`src/rtl/binary_serial_subtractor_if.sv`:
```
// Operand/result bundle for the bit-serial subtractor: the master issues start and operands,
// the slave returns busy/done status and the registered result.
interface binary_serial_subtractor_if #(
  parameter int N = 16
);
  logic         start;
  logic [N-1:0] a;
  logic [N-1:0] b;
  logic         bin;
  logic         busy;
  logic         done;
  logic [N-1:0] diff;
  logic         bout;

  modport master (
    output start, a, b, bin,
    input  busy, done, diff, bout
  );

  modport slave (
    input  start, a, b, bin,
    output busy, done, diff, bout
  );
endinterface

```
`src/rtl/binary_serial_subtractor.sv`:
```
// Bit-serial diff = a - b - bin, LSB first through one full-subtractor cell; N+1 cycles to done.
// start is sampled only in IDLE and never queued; busy/done are decoded from registered state.
module binary_serial_subtractor #(
  parameter int N = 16
) (
  input  logic                         clk,
  input  logic                         rst,
  binary_serial_subtractor_if.slave    bus
);

  localparam int CW = (N > 1) ? $clog2(N) : 1;
  localparam logic [CW-1:0] LAST = CW'(N - 1);

  typedef enum logic [1:0] {
    IDLE  = 2'd0,
    SHIFT = 2'd1,
    DONE  = 2'd2
  } state_t;

  state_t        state;
  state_t        state_nxt;
  logic [N-1:0]  shift_a;
  logic [N-1:0]  shift_b;
  logic [N-1:0]  diff_q;
  logic          borrow;
  logic          bout_q;
  logic [CW-1:0] cnt;

  logic x;
  logic y;
  logic d;
  logic br_next;
  logic last_bit;

  // Single full-subtractor cell shared by every bit position
  assign x        = shift_a[0];
  assign y        = shift_b[0];
  assign d        = x ^ y ^ borrow;
  assign br_next  = (~x & y) | (~(x ^ y) & borrow);
  assign last_bit = (cnt == LAST);

  always_ff @(posedge clk) begin
    if (rst) begin
      state <= IDLE;
    end else begin
      state <= state_nxt;
    end
  end

  always_comb begin
    state_nxt = state;
    case (state)
      IDLE:    if (bus.start) state_nxt = SHIFT;
      SHIFT:   if (last_bit)  state_nxt = DONE;
      DONE:    state_nxt = IDLE;
      default: state_nxt = IDLE;
    endcase
  end

  always_ff @(posedge clk) begin
    if (rst) begin
      shift_a <= '0;
      shift_b <= '0;
      diff_q  <= '0;
      borrow  <= 1'b0;
      bout_q  <= 1'b0;
      cnt     <= '0;
    end else begin
      case (state)
        IDLE: begin
          // bout keeps the previous result until the new final borrow lands
          if (bus.start) begin
            shift_a <= bus.a;
            shift_b <= bus.b;
            borrow  <= bus.bin;
            cnt     <= '0;
            diff_q  <= '0;
          end
        end
        SHIFT: begin
          shift_a <= {1'b0, shift_a[N-1:1]};
          shift_b <= {1'b0, shift_b[N-1:1]};
          diff_q  <= {d, diff_q[N-1:1]};
          borrow  <= br_next;
          if (last_bit) begin
            bout_q <= br_next;
          end else begin
            cnt <= cnt + CW'(1);
          end
        end
        default: begin
        end
      endcase
    end
  end

  assign bus.busy = (state == SHIFT);
  assign bus.done = (state == DONE);
  assign bus.diff = diff_q;
  assign bus.bout = bout_q;

endmodule

```
`src/flat_wrapper.sv`:
```
// flat-port wrapper written by rule: the top's interface ports become plain ports
module binary_serial_subtractor_flat 
#(
  parameter int N = 16
)
  (clk, rst, bus_start, bus_a, bus_b, bus_bin, bus_busy, bus_done, bus_diff, bus_bout);
  binary_serial_subtractor_if #(.N(N)) bus_i ();
  input  logic clk;
  input  logic rst;
  input wire logic [$bits(bus_i.start)-1:0] bus_start;
  input wire logic [$bits(bus_i.a)-1:0] bus_a;
  input wire logic [$bits(bus_i.b)-1:0] bus_b;
  input wire logic [$bits(bus_i.bin)-1:0] bus_bin;
  output wire logic [$bits(bus_i.busy)-1:0] bus_busy;
  output wire logic [$bits(bus_i.done)-1:0] bus_done;
  output wire logic [$bits(bus_i.diff)-1:0] bus_diff;
  output wire logic [$bits(bus_i.bout)-1:0] bus_bout;
  assign bus_i.start = bus_start;
  assign bus_i.a = bus_a;
  assign bus_i.b = bus_b;
  assign bus_i.bin = bus_bin;
  assign bus_busy = bus_i.busy;
  assign bus_done = bus_i.done;
  assign bus_diff = bus_i.diff;
  assign bus_bout = bus_i.bout;
  binary_serial_subtractor #(.N(N)) u_core (.clk(clk), .rst(rst), .bus(bus_i));
endmodule
```
`config.mk`:
```
export PLATFORM = sky130hd
export DESIGN_NAME = binary_serial_subtractor_flat
export DESIGN_NICKNAME = d
export VERILOG_FILES = /design/src/rtl/binary_serial_subtractor_if.sv /design/src/rtl/binary_serial_subtractor.sv /design/src/flat_wrapper.sv
export SDC_FILE = /design/constraint.sdc
export NUM_CORES = 1
export LEC_CHECK = 0
export BUFFER_PORTS_ARGS = -buffer_cell sky130_fd_sc_hd__buf_2
export CELL_PAD_IN_SITES_DETAIL_PLACEMENT = 0
export CELL_PAD_IN_SITES_GLOBAL_PLACEMENT = 1
export CORE_MARGIN = 2
export CORE_UTILIZATION = 30
export DETAILED_ROUTE_END_ITERATION = 12
export GPL_ROUTABILITY_DRIVEN = 0
export PLACE_DENSITY = 0.7
export SETUP_SLACK_MARGIN = 0.1
export SYNTH_ARGS = -nofsm -noshare
export SYNTH_HDL_FRONTEND = slang
export SYNTH_SLANG_ARGS = --single-unit
```
`constraint.sdc`:
```
create_clock -name clk -period 1.35 [get_ports clk]
set_input_delay 0.135 -clock clk [delete_from_list [all_inputs] [get_ports clk]]
set_output_delay 0.135 -clock clk [all_outputs]
set_load 0.02 [all_outputs]
```
# ---- After elaboration in Yosys (flattened, before gate mapping)
# Cells that the tools add are included.
# W data, S select, Z words.
dict set report word_totals {
  reg_bits 56
  inputBits 36
  word_cells 41
}
dict set report op_classes {
  n_addsub 1
  n_eq_ne 6
  muxes 14
  n_bitwise 7
  reduce_logical 6
}
# cell count
set ops {}
lappend ops {{$pmux W16 S2} 3}
lappend ops {{$mux W16} 3}
lappend ops {{$mux W4} 2}
lappend ops {{$pmux W4 S2} 1}
lappend ops {{$reduce_and A2 Y1} 3}
lappend ops {{$add A4 B1 Y4 const B} 1}
lappend ops {{$eq A4 B4 Y1 const B} 1}
lappend ops {{$mux W2} 2}
lappend ops {{$ne A2 B2 Y1 const B} 2}
lappend ops {{$pmux W2 S2} 1}
lappend ops {{$reduce_and A3 Y1} 1}
lappend ops {{$and A1 B1 Y1} 2}
lappend ops {{$eq A2 B1 Y1 const B} 1}
lappend ops {{$eq A2 B2 Y1 const B} 1}
lappend ops {{$logic_not A2 Y1} 1}
lappend ops {{$ne A2 B1 Y1 const B} 1}
lappend ops {{$not A1 Y1} 2}
lappend ops {{$pmux W1 S2} 1}
lappend ops {{$reduce_bool A2 Y1} 1}
lappend ops {{$xor A1 B1 Y1} 2}
lappend ops {{$mux W1} 1}
lappend ops {{$or A1 B1 Y1} 1}

# ---- Depth between registers and ports, before layout
# Gate-level depths: netlist of run 1.
dict set report logic_depth {
  depth_word 5
  ltp_mapped 7
  ltp_nobuf 4
}

# ---- Least setup slack after synthesis of run 1
# Ideal clock, no wire load.
dict set report synth_timing {
  path_kind {register to register}
  start {reg u_core.cnt[0]}
  end {reg u_core.cnt[0]}
  setup_time_ns 0.074
  t_arrival_ns 1.206
  required_time_ns 1.276
  path_slack_ns 0.069
  path_stages_with_launch 5
  path_buffers 0
  period_less_slack_ns 1.281
  cell_sequence {dfxtp_1 > ha_1 > and3_1 > or4_1 > o21ai_0}
}
dict set report synth_via {
  elab_chain_len 3
}
# item line_no
set synth_rtl {}
lappend synth_rtl {{start, declared} binary_serial_subtractor.sv:27} ;# logic [CW-1:0] cnt;
lappend synth_rtl {{start signal, assigned} binary_serial_subtractor.sv:88} ;# cnt <= cnt + CW'(1);
lappend synth_rtl {{$add A4 B1 Y4 or $eq A4 B4 Y1 (tied branches)} {binary_serial_subtractor.sv:88, binary_serial_subtractor.sv:40}}
lappend synth_rtl {{$mux W4 or $ne A2 B2 Y1 (tied branches)} -}
lappend synth_rtl {{$pmux W4 S2 or $reduce_and A3 Y1 (tied branches)} -}
# Parallel ways exist; a longest one is shown, timed or not. The select of a mux whose other input is x is not followed.
# A chain may end at the register's enable or synchronous reset.

# ---- Final worst setup path of run 1
dict set report layout_timing {
  start {reg u_core.state[0]}
  end {reg u_core.shift_a[4]}
}
dict set report layout_via {
  elab_chain_len 3
}
# item line_no
set layout_rtl {}
lappend layout_rtl {{start, declared} binary_serial_subtractor.sv:20} ;# state_t state;
lappend layout_rtl {{start signal, assigned} binary_serial_subtractor.sv:46} ;# state <= state_nxt;
lappend layout_rtl {{$eq A2 B1 Y1 or $logic_not A2 Y1 (tied branches)} binary_serial_subtractor.sv:69} ;# case (state)
lappend layout_rtl {{$reduce_bool A2 Y1 (no source line) or $ne A2 B2 Y1 (tied branches)} -}
lappend layout_rtl {{$reduce_and A2 Y1 (no source line)} -}
lappend layout_rtl {{end signal, assigned} binary_serial_subtractor.sv:73} ;# shift_a <= bus.a;
lappend layout_rtl {{end signal, assigned} binary_serial_subtractor.sv:81} ;# shift_a <= {1'b0, shift_a[N-1:1]};
lappend layout_rtl {{end, declared} binary_serial_subtractor.sv:22} ;# logic [N-1:0] shift_a;
# Parallel ways exist; a longest one is shown, timed or not.

==> run summary, run 1 <==
register area share after synthesis - 47.68%
RSZ-0062 raised after global routing - true
Slew HR - 66.82%
Area Growth Syn to Fin - 45.82%
drt first pass iters - 4
pin count of the biggest net entering global routing - 32
worst skew pair latency - 0.31 ns
total grt overflow - 0
die height - 92.53 um
clk_skew - 0.009008 ns
Core Area - 0.007647 sq mm
average size of a mapped cell - 8.707 sq um
DRT iter0 DRCs - 76
DRT antenna net count - 0
Setup crit end kind - flop
CP Data Arrival Time - 1.57 ns
Vias - 2208
total power - 0.003610 W
antenna violations before repair - 0
WL/cell - 14.70 um
Fin Hold WS - 0.06819 ns
die width - 92.53 um
# Max-Cap Violations - 0
Max Clock Freq - 748.3 MHz
# H-tree levels - 2
Seq cells post-synth - 56
DRC Markers - 0
Synth warnings - 0
initial core utilization - 30.74%
final wirelength - 6570 um
Max FO, Critical Path - 6
total track usage - 14.81%
io pins - 55
pwr/cell area - 1053 mW/mm^2
CTS tree - done
vias per cell - 4.940
Synth area leaders - dfxtp_1, a211oi_1, nor2_1, a21oi_1, a22oi_1
fin. max-slew vios - 0
first-pass GRT wire length - 10300 um
ratio of cells with drive above 1 in the final layout - 44.06%
share of the synthesized area in the top cell type - 47.68%
HPWL Detailed - 3875 um
mapped cell area - 0.002351 sq mm
CTS Buf Count - 5
row count - 32
syn_nets - 308
Period minus WS final - 1.336 ns
Pleak - 1.405 nW
Setup violations, final - 0
Final Hold Viols - 0
Clock transition at path regs - 0.10 ns
Max clock buf depth - 2
maximum VDD drop - 388.3 uV
# port buffers - 54
die area - 0.008561 sq mm
Startpoint Class - flop
WS Path Type - flop to flop
Worst Tran Pin Value - 0.4966 ns
hold crit path type - input pin to flop
Final #Nets - 382
largest area contributor in the netlist - dfxtp_1
Yosys cell types - 33
Root Driver - clkbuf_8
cells after synthesis - 270
clock sink count - 56
run status - finished, final reports clean
vias in the first global route - 2159
Tcrit/Tclk final - 98.98%
antenna fix cells - 0
critical path required time - 1.59 ns
-- path summary, 6_finish.rpt --
path | depth (start not counted) | end | start | slack [ns]
worst max-delay path | 6 | u_core.shift_a[4] | u_core.state[0] | 0.01
worst min-delay path | 3 | u_core.shift_b[12] | bus_b[12] | 0.07
worst max register to register | 6 | u_core.shift_a[4] | u_core.state[0] | 0.01
worst min register to register | 2 | u_core.shift_b[0] | u_core.shift_b[0] | 0.48
-- cell usage in the layout (no fill, tap or decap), types with 2 or more instances in the layout --
cell type  synthesis  layout
buf_2              9      52
buf_12             0       3
nor3_1             3       2
clkbuf_16          0       3
nand2b_1           4       4
buf_4              4      18
buf_6              5       9
clkbuf_8           0       5
nand2_1           30      30
buf_8              0       2
or3b_4             0       2
o21ai_1            0       2
a211oi_2           0       9
a21oi_4            0       3
nor2_1            47      47
a22oi_2            0      12
o21a_1             2       2
a21oi_1           32      22
buf_16             0       4
a22oi_1           18       6
a211oi_1          29      20
a221oi_2           2       2
a21oi_2            1       8
dfxtp_1           56      49
inv_2              0       2
dfxtp_2            0       6
-- state kept, by name, indices dropped and copies added (netlist names) --
register,count
u_core.borrow,1
u_core.bus.bout,1
u_core.bus.diff,16
u_core.cnt,4
u_core.shift_a,16
u_core.shift_b,16
u_core.state,2
-- Yosys cell counts (all sizes together) --
library cell,count
a211oi,29
o21a,2
clkbuf,6
nand4,1
ha,1
o21bai,1
a21oi,33
nand2,30
o21ai,2
nor3,3
or3b,2
a221oi,2
a311oi,1
a22oi,18
nand3,1
nor3b,1
nand4b,1
nand2b,5
or4,1
nor2b,2
and3,1
buf,18
fa,1
dfxtp,56
o21ba,1
a41oi,1
nor2,47
inv,3
-- power breakdown --
group          switching, W  total [W]  leakage, nW  internal (W)
combinational      0.000354   0.000708        0.887      0.000354
sequential        0.0000603    0.00181        0.463       0.00175
clock              0.000543    0.00110       0.0552      0.000552
-- final cells by class --
cell class,count,area [sq um]
Timing Repair Buffer,91,772.0
Clock inverter,2,35.03
Multi-Input combinational cell,187,1272
Fill cell,752,4219
Sequential cell,56,1132
Tap cell,102,127.6
Clock buffer,6,72.57
Inverter,3,16.27
-- metrics by stage --
step	cells	cell area (sq um)	utilization [%]	TNS [ns]	setup WS [ns]
2_1_floorplan	270	2359	-	0	0.09474
3_3_place_gp	419	2775	36.29	0	0.02422
3_5_place_dp	419	2775	36.29	-0.1200	-0.02412
4_1_cts	440	3137	41.02	0	0.06448
5_1_grt	447	3428	44.83	-0.6723	-0.06277
6_report	447	3428	44.83	0	0.01371
-- worst max-delay path, cell delays in order, from the launching register on --
cell and delay, ns:
dfxtp_4 0.38, buf_6 0.12, o21bai_4 0.19, buf_6 0.17, buf_16 0.13, a21oi_2 0.04
a211oi_2 0.21
-- timing repair --
item | CTS | global route
resized for setup | 27 | 46
setup endpoints to repair | 51 | 53
pin swaps | 29 | 22
hold buffers | 0 | 0
setup buffers | 10 | 4
gates cloned | 4 | 3
-- layer usage --
layer  GRT usage (%)  up-vias  wire (um)
li1                -     1101          -
met1           19.09     1058       2960
met2           25.97       40       3318
met3           2.360        9        211
met4           3.358        0         79
met5               0        -          0
-- logic make-up (layout without fill, tap and decap cells) --
family                     Yosys count  count (layout)  share of synthesized area [%]
AOI/OAI and AO/OA                   90              90                          26.18
adders and majority gates            2               2                          1.384
buffers and inverters               27             102                          7.131
DFF                                 56              56                          47.69
and+or+nand+nor                     95              95                          17.62
Note: power is estimated with default switching activity, not from simulation.
==> run 2: changes to the inputs <==
--- a/config.mk
+++ b/config.mk
@@ -12,7 +12,7 @@
 export CORE_UTILIZATION = 30
 export DETAILED_ROUTE_END_ITERATION = 12
 export GPL_ROUTABILITY_DRIVEN = 0
-export PLACE_DENSITY = 0.7
+export PLACE_DENSITY = 0.68
 export SETUP_SLACK_MARGIN = 0.1
 export SYNTH_ARGS = -nofsm -noshare
 export SYNTH_HDL_FRONTEND = slang
==> constraint.sdc (replaced) <==
create_clock -name clk -period 1.7 [get_ports clk]
set_input_delay 0.17 -clock clk [delete_from_list [all_inputs] [get_ports clk]]
set_output_delay 0.17 -clock clk [all_outputs]
set_load 0.02 [all_outputs]
==> run 2 against run 1 <==
  * Clock skew shrank 0.0039 ns
  * Sequential cell count is the same
  * Worst hold slack gained 0.023 ns
  * Die area is the same
  * Worst setup slack gained 0.22 ns
  * Via count shrank 8.3%
  * Critical path depth shrank 2
  * Sequential power shrank 21%
  * Combinational power shrank 49%
  * Wire length shrank 16%
  * Count of clock-buffer cells in the layout grew 1
  * First-iteration DRC count shrank 2.6%
==> run summary, run 2 (same netlist as run 1, synthesis figures left out) <==
Max Clock Freq - 684.2 MHz (-8.6%)
Area Growth Syn to Fin - 21.08%
Clock transition at path regs - 0.10 ns (about the same)
Highest Signal Layer - met4
antenna fix cells - 0 (unchanged)
total grt overflow - 0 (unchanged)
Worst Tran Pin Value - 0.3633 ns (-0.1333 ns)
RSZ-0062 raised after global routing - false
die area - 0.008561 sq mm (unchanged)
Slew HR - 75.72% (+8.9 points)
Fin Hold WS - 0.09151 ns (+0.02332 ns)
DRT iter0 DRCs - 74 (-2.6%)
Final Hold Viols - 0 (unchanged)
DRT antenna net count - 0 (unchanged)
Met2 Wirelength - 2621 um (-21%)
maximum VDD drop - 406.1 uV (+4.6%)
critical path required time - 1.92 ns (+0.33 ns)
# port buffers - 54 (unchanged)
post-layout util - 37.22% (-7.6 points)
CP Data Arrival Time - 1.68 ns (+0.11 ns)
clk_skew - 0.005079 ns (-0.003929 ns)
die height - 92.53 um (unchanged)
Tcrit/Tclk final - 85.98% (-13 points)
WL/cell - 13.19 um (-10%)
final wirelength - 5525 um (-16%)
CTS tree - done
Period minus WS final - 1.462 ns (+0.1253 ns)
vias in the first global route - 2003 (-7.2%)
Setup crit end kind - flop
Max FO, Critical Path - 16 (+10)
drt first pass iters - 4 (unchanged)
run status - finished, final reports clean
Core Area - 0.007647 sq mm (unchanged)
pin count of the biggest net entering global routing - 45 (+41%)
HPWL Detailed - 3769 um (-2.7%)
WS Path Type - flop to flop
post-CTS setup buffers - 0 (-10)
fin. max-slew vios - 0 (unchanged)
antenna violations before repair - 0 (unchanged)
commonest cells after routing, fill and taps aside - buf_2, dfxtp_1, nor2_1, a21oi_1, nand2_1
Max clock buf depth - 2 (unchanged)
Startpoint Class - flop
initial core utilization - 30.74% (unchanged)
total track usage - 13.71% (-1.1 points)
io pins - 55 (unchanged)
first-pass GRT wire length - 9397 um (-8.8%)
ratio of cells with drive above 1 in the final layout - 25.87% (-18 points)
Final #Nets - 354 (-7.3%)
Setup violations, final - 0 (unchanged)
M1 wire length - 2615 um (-12%)
# H-tree levels - 2 (unchanged)
CTS Buf Count - 5 (unchanged)
cts-stage hold buffer count - 0 (unchanged)
Pleak - 1.195 nW (-15%)
worst skew pair latency - 0.30 ns (about the same)
Root Driver - clkbuf_8
Fin Setup TNS - 0 ns (unchanged)
row count - 32 (unchanged)
clock sink count - 56 (unchanged)
Vias - 2024 (-8.3%)
DRC Markers - 0 (unchanged)
pwr/cell area - 961.1 mW/mm^2 (-8.7%)
# Max-Cap Violations - 0 (unchanged)
WL met3 - 206 um (-2.4%)
die width - 92.53 um (unchanged)
vias per cell - 4.831 (-2.2%)
hold crit path type - input pin to flop
==> run 2: cell types whose count changed in the layout (fill, tap and decap cells not counted), moves of 10 or more <==
cell / delta
a21oi_1: +10
a22oi_1: +12
a22oi_2: -12
buf_4: -12
==> run 2: what timing repair did <==
action	CTS	global route
gates cloned	0	0
setup endpoints to repair	2	1
gates resized for setup	2	3
==> run 2: area by class of cell <==
class                      instances  area [sq um]
sequential                        56          1124
clock buffer                       7         96.34
clock inverter                     1         30.03
multi-input combinational        187          1070
timing repair buffer              63         375.4
inverter                           3         23.77
fill                             839          4801
tap                              102         127.6
==> run 2: where the power goes <==
part | total [W] | switching, W | internal, W | leakage (nW)
clock network | 0.000946 | 0.000426 | 0.000520 | 0.0645
logic | 0.000361 | 0.000207 | 0.000153 | 0.670
registers | 0.00143 | 0.0000432 | 0.00139 | 0.461
==> run 2: critical path, stage by stage, from the launching register on <==
cell,delay (ns)
dfxtp_2,0.47
nand2b_4,0.12
buf_4,0.21
or4_1,0.47
o21ai_0,0.10
==> run 2: stage by stage <==
step / total power [W] / instance area, sq um / worst slack [ns] / cells
after global routing: 0.002870 / 2846 / 0.1572 / 419
after detailed placement: 0.001823 / 2708 / 0.1411 / 411
after CTS: 0.002768 / 2838 / 0.1236 / 419
after global placement: 0.001819 / 2708 / 0.2129 / 411
final: 0.002736 / 2846 / 0.2384 / 419
after floorplan: 0.001711 / 2351 / 0.4194 / 270
==> run 2: path summary, 6_finish.rpt <==
check / startpoint / end / slack, ns / cells after the start
hold / removal: bus_a[4] / u_core.shift_a[4] / 0.09 / 3
hold reg to reg: u_core.shift_a[13] / u_core.shift_a[13] / 0.50 / 2
setup reg to reg: u_core.state[0] / u_core.cnt[0] / 0.24 / 4
setup / recovery: u_core.state[0] / u_core.cnt[0] / 0.24 / 4
==> run 2: metal layers <==
| metal | vias up | GRT usage, % |
|---|---|---|
| li1 | 1042 | - |
| met1 | 945 | 17.28 |
| met2 | 31 | 23.05 |
| met3 | 6 | 3.255 |
| met4 | 0 | 4.478 |
| met5 | - | 0 |
==> run 3: changes to the inputs <==
--- a/config.mk
+++ b/config.mk
@@ -12,7 +12,7 @@
 export CORE_UTILIZATION = 30
 export DETAILED_ROUTE_END_ITERATION = 12
 export GPL_ROUTABILITY_DRIVEN = 0
-export PLACE_DENSITY = 0.68
+export PLACE_DENSITY_LB_ADDON = 0.1
 export SETUP_SLACK_MARGIN = 0.1
 export SYNTH_ARGS = -nofsm -noshare
 export SYNTH_HDL_FRONTEND = slang
==> run 3 against run 2 <==
  * Global-route usage decreased by 0.23 points
  * Total power down 7.3%
  * Via count rose by 0.54%
  * First-iteration DRC count fell by 39%
  * Final area increased by 0.13%
  * Utilization about the same
  * Die area stayed put
  * Sequential cell count did not move
  * Critical path type is now flop to output port
  * Highest routed layer unchanged
==> run summary, run 3 (same netlist as run 1, synthesis figures left out) <==
CP Data Arrival Time - 1.33 ns (-0.35 ns)
CP Buf/Inv Count - 3 (+2)
HPWL Detailed - 3813 um (+1.2%)
Setup violations, final - 0 (unchanged)
internal power - 0.001880 W (-8.7%)
Root Driver - clkbuf_8
family with the most delay on the worst path - buffers and inverters
antenna violations before repair - 0 (unchanged)
Vias - 2035 (+0.54%)
ratio of cells with drive above 1 in the final layout - 26.40% (+0.53 points)
DRC Markers - 0 (unchanged)
clk_skew - 0.005264 ns (+0.0001845 ns)
Max clock buf depth - 2 (unchanged)
reg2reg start - u_core.cnt[0]
RSZ-0062 raised after global routing - false
WS Path Type - flop to output port
critical path's slowest cell - dfxtp_4
DRT iter0 DRCs - 45 (-39%)
io pins - 55 (unchanged)
Clk pwr share - 29.0% (-5.6 points)
pin count of the biggest net entering global routing - 34 (-24%)
# Max-Cap Violations - 0 (unchanged)
Slew HR - 68.51% (-7.2 points)
max incr delay on CP - 0.38 ns (-0.09 ns)
Max Clock Freq - 667.2 MHz (-2.5%)
Setup crit end kind - output port
Reg2Reg Depth - 4 (unchanged)
die area - 0.008561 sq mm (unchanged)
Core Area - 0.007647 sq mm (unchanged)
DRT antenna net count - 0 (unchanged)
first-pass GRT wire length - 9404 um (about the same)
clock sink count - 56 (unchanged)
Pleak - 1.200 nW (+0.43%)
Psw - 0.0006550 W (-3.2%)
antenna fix cells - 0 (unchanged)
Tcrit/Tclk final - 88.17% (+2.2 points)
Period minus WS final - 1.499 ns (+0.03723 ns)
maximum VDD drop - 373.9 uV (-7.9%)
Worst Setup SP - u_core.state[1]
sw frac - 25.83% (+1.1 points)
CP Cell Sequence - nand2b_4, clkinv_8, buf_4, buf_2
initial core utilization - 30.74% (unchanged)
WP depth - 4 (unchanged)
drt first pass iters - 4 (unchanged)
Comb pwr share - 14.8% (+1.6 points)
CTS tree - done
worst setup path end - bus_busy
worst hold path depth - 3 (unchanged)
r2r setup slk - 0.29 ns (+0.05 ns)
run status - finished, final reports clean
Fin Setup TNS - 0 ns (unchanged)
Area Growth Syn to Fin - 21.23%
reg2reg end - u_core.cnt[0]
total track usage - 13.48% (-0.23 points)
WL/cell - 13.09 um (-0.75%)
Final #Nets - 359 (+1.4%)
hold crit path type - input pin to flop
row count - 32 (unchanged)
Fillers - 830 (-1.1%)
worst skew pair latency - 0.30 ns (about the same)
# H-tree levels - 2 (unchanged)
total grt overflow - 0 (unchanged)
final wirelength - 5549 um (+0.43%)
die width - 92.53 um (unchanged)
Clock transition at path regs - 0.09 ns (about the same)
Startpoint Class - flop
# port buffers - 54 (unchanged)
sequential share of power - 56.2% (+4.0 points)
vias per cell - 4.800 (-0.64%)
die height - 92.53 um (unchanged)
vias in the first global route - 1986 (-0.85%)
critical path required time - 1.53 ns (-0.39 ns)
fin. max-slew vios - 0 (unchanged)
pwr/cell area - 889.6 mW/mm^2 (-7.4%)
Worst Tran Pin Value - 0.4723 ns (+0.1090 ns)
commonest cells after routing, fill and taps aside - buf_2, dfxtp_1, nor2_1, a21oi_1, nand2_1
Final Hold Viols - 0 (unchanged)
post-layout util - 37.27% (+0.049 points)
CTS Buf Count - 5 (unchanged)
Max FO, Critical Path - 19 (+3)
cts-stage hold buffer count - 0 (unchanged)
## run 3: cell types whose count changed in the layout (fill, tap and decap cells not counted), sizes merged
cell	previous run	this run
buf	63	68
clkbuf	7	8
bufinv	1	0
## run 3: power groups by stage
| stage | clock network [W] | registers (W) | logic [W] |
|---|---|---|---|
| 4_1_cts | 0.000785 | 0.00143 | 0.000378 |
| 3_5_place_dp | 0 | 0.00146 | 0.000376 |
| 2_1_floorplan | 0 | 0.00145 | 0.000264 |
| 5_1_grt | 0.000829 | 0.00144 | 0.000430 |
| 3_3_place_gp | 0 | 0.00146 | 0.000378 |
| 6_report | 0.000735 | 0.00143 | 0.000375 |
## run 3: metrics by stage
| stage | area (sq um) | hold slack [ns] | setup WS [ns] | instances | power, W |
|---|---|---|---|---|---|
| final | 2850 | 0.1044 | 0.2011 | 424 | 0.002535 |
| after global routing | 2850 | 0.09279 | 0.1086 | 424 | 0.002697 |
| after CTS | 2824 | 0.08624 | 0.1035 | 422 | 0.002590 |
| after detailed placement | 2730 | 0.4219 | 0.2360 | 414 | 0.001833 |
| after global placement | 2730 | 0.4210 | 0.2975 | 414 | 0.001836 |
| after floorplan | 2351 | 0.3110 | 0.4194 | 270 | 0.001711 |
## run 3: metal layers
layer	vias up	track usage [%]	share of wire, %
li1	1054	-	-
met4	0	3.731	0.76
met5	-	0	0
met2	37	22.51	46
met3	4	2.685	4.4
met1	940	17.72	49
## run 3: layout make-up
type / count / area, sq um / share of cell area [%]
inverter: 3 / 23.77 / 0.8341
multi-input combinational: 187 / 1070 / 37.53
clock buffer: 8 / 90.09 / 3.161
tap: 102 / 127.6 / 4.478
timing repair buffer: 68 / 412.9 / 14.49
sequential: 56 / 1126 / 39.51
## run 3: worst register-to-register path: stages, from the launching register on
cell     delay (ns)
dfxtp_1        0.36
ha_1           0.25
and3_1         0.24
or4_1          0.40
o21ai_0        0.09
## run 3: worst min-delay path by stage
stage / start / endpoint / slack, ns
2_1_floorplan: bus_a[14] / u_core.shift_a[14] / 0.31
5_1_grt: bus_a[10] / u_core.shift_a[10] / 0.09
6_report: bus_a[10] / u_core.shift_a[10] / 0.10
3_3_place_gp: bus_a[10] / u_core.shift_a[10] / 0.42
3_5_place_dp: bus_a[10] / u_core.shift_a[10] / 0.42
4_1_cts: bus_b[7] / u_core.shift_b[7] / 0.09
## run 3: repair_timing
action	in CTS	in global routing
setup buffers	0	2
gates resized for setup	2	4
hold endpoints to repair	0	0
endpoints found under the setup margin	1	1
gates cloned	0	0
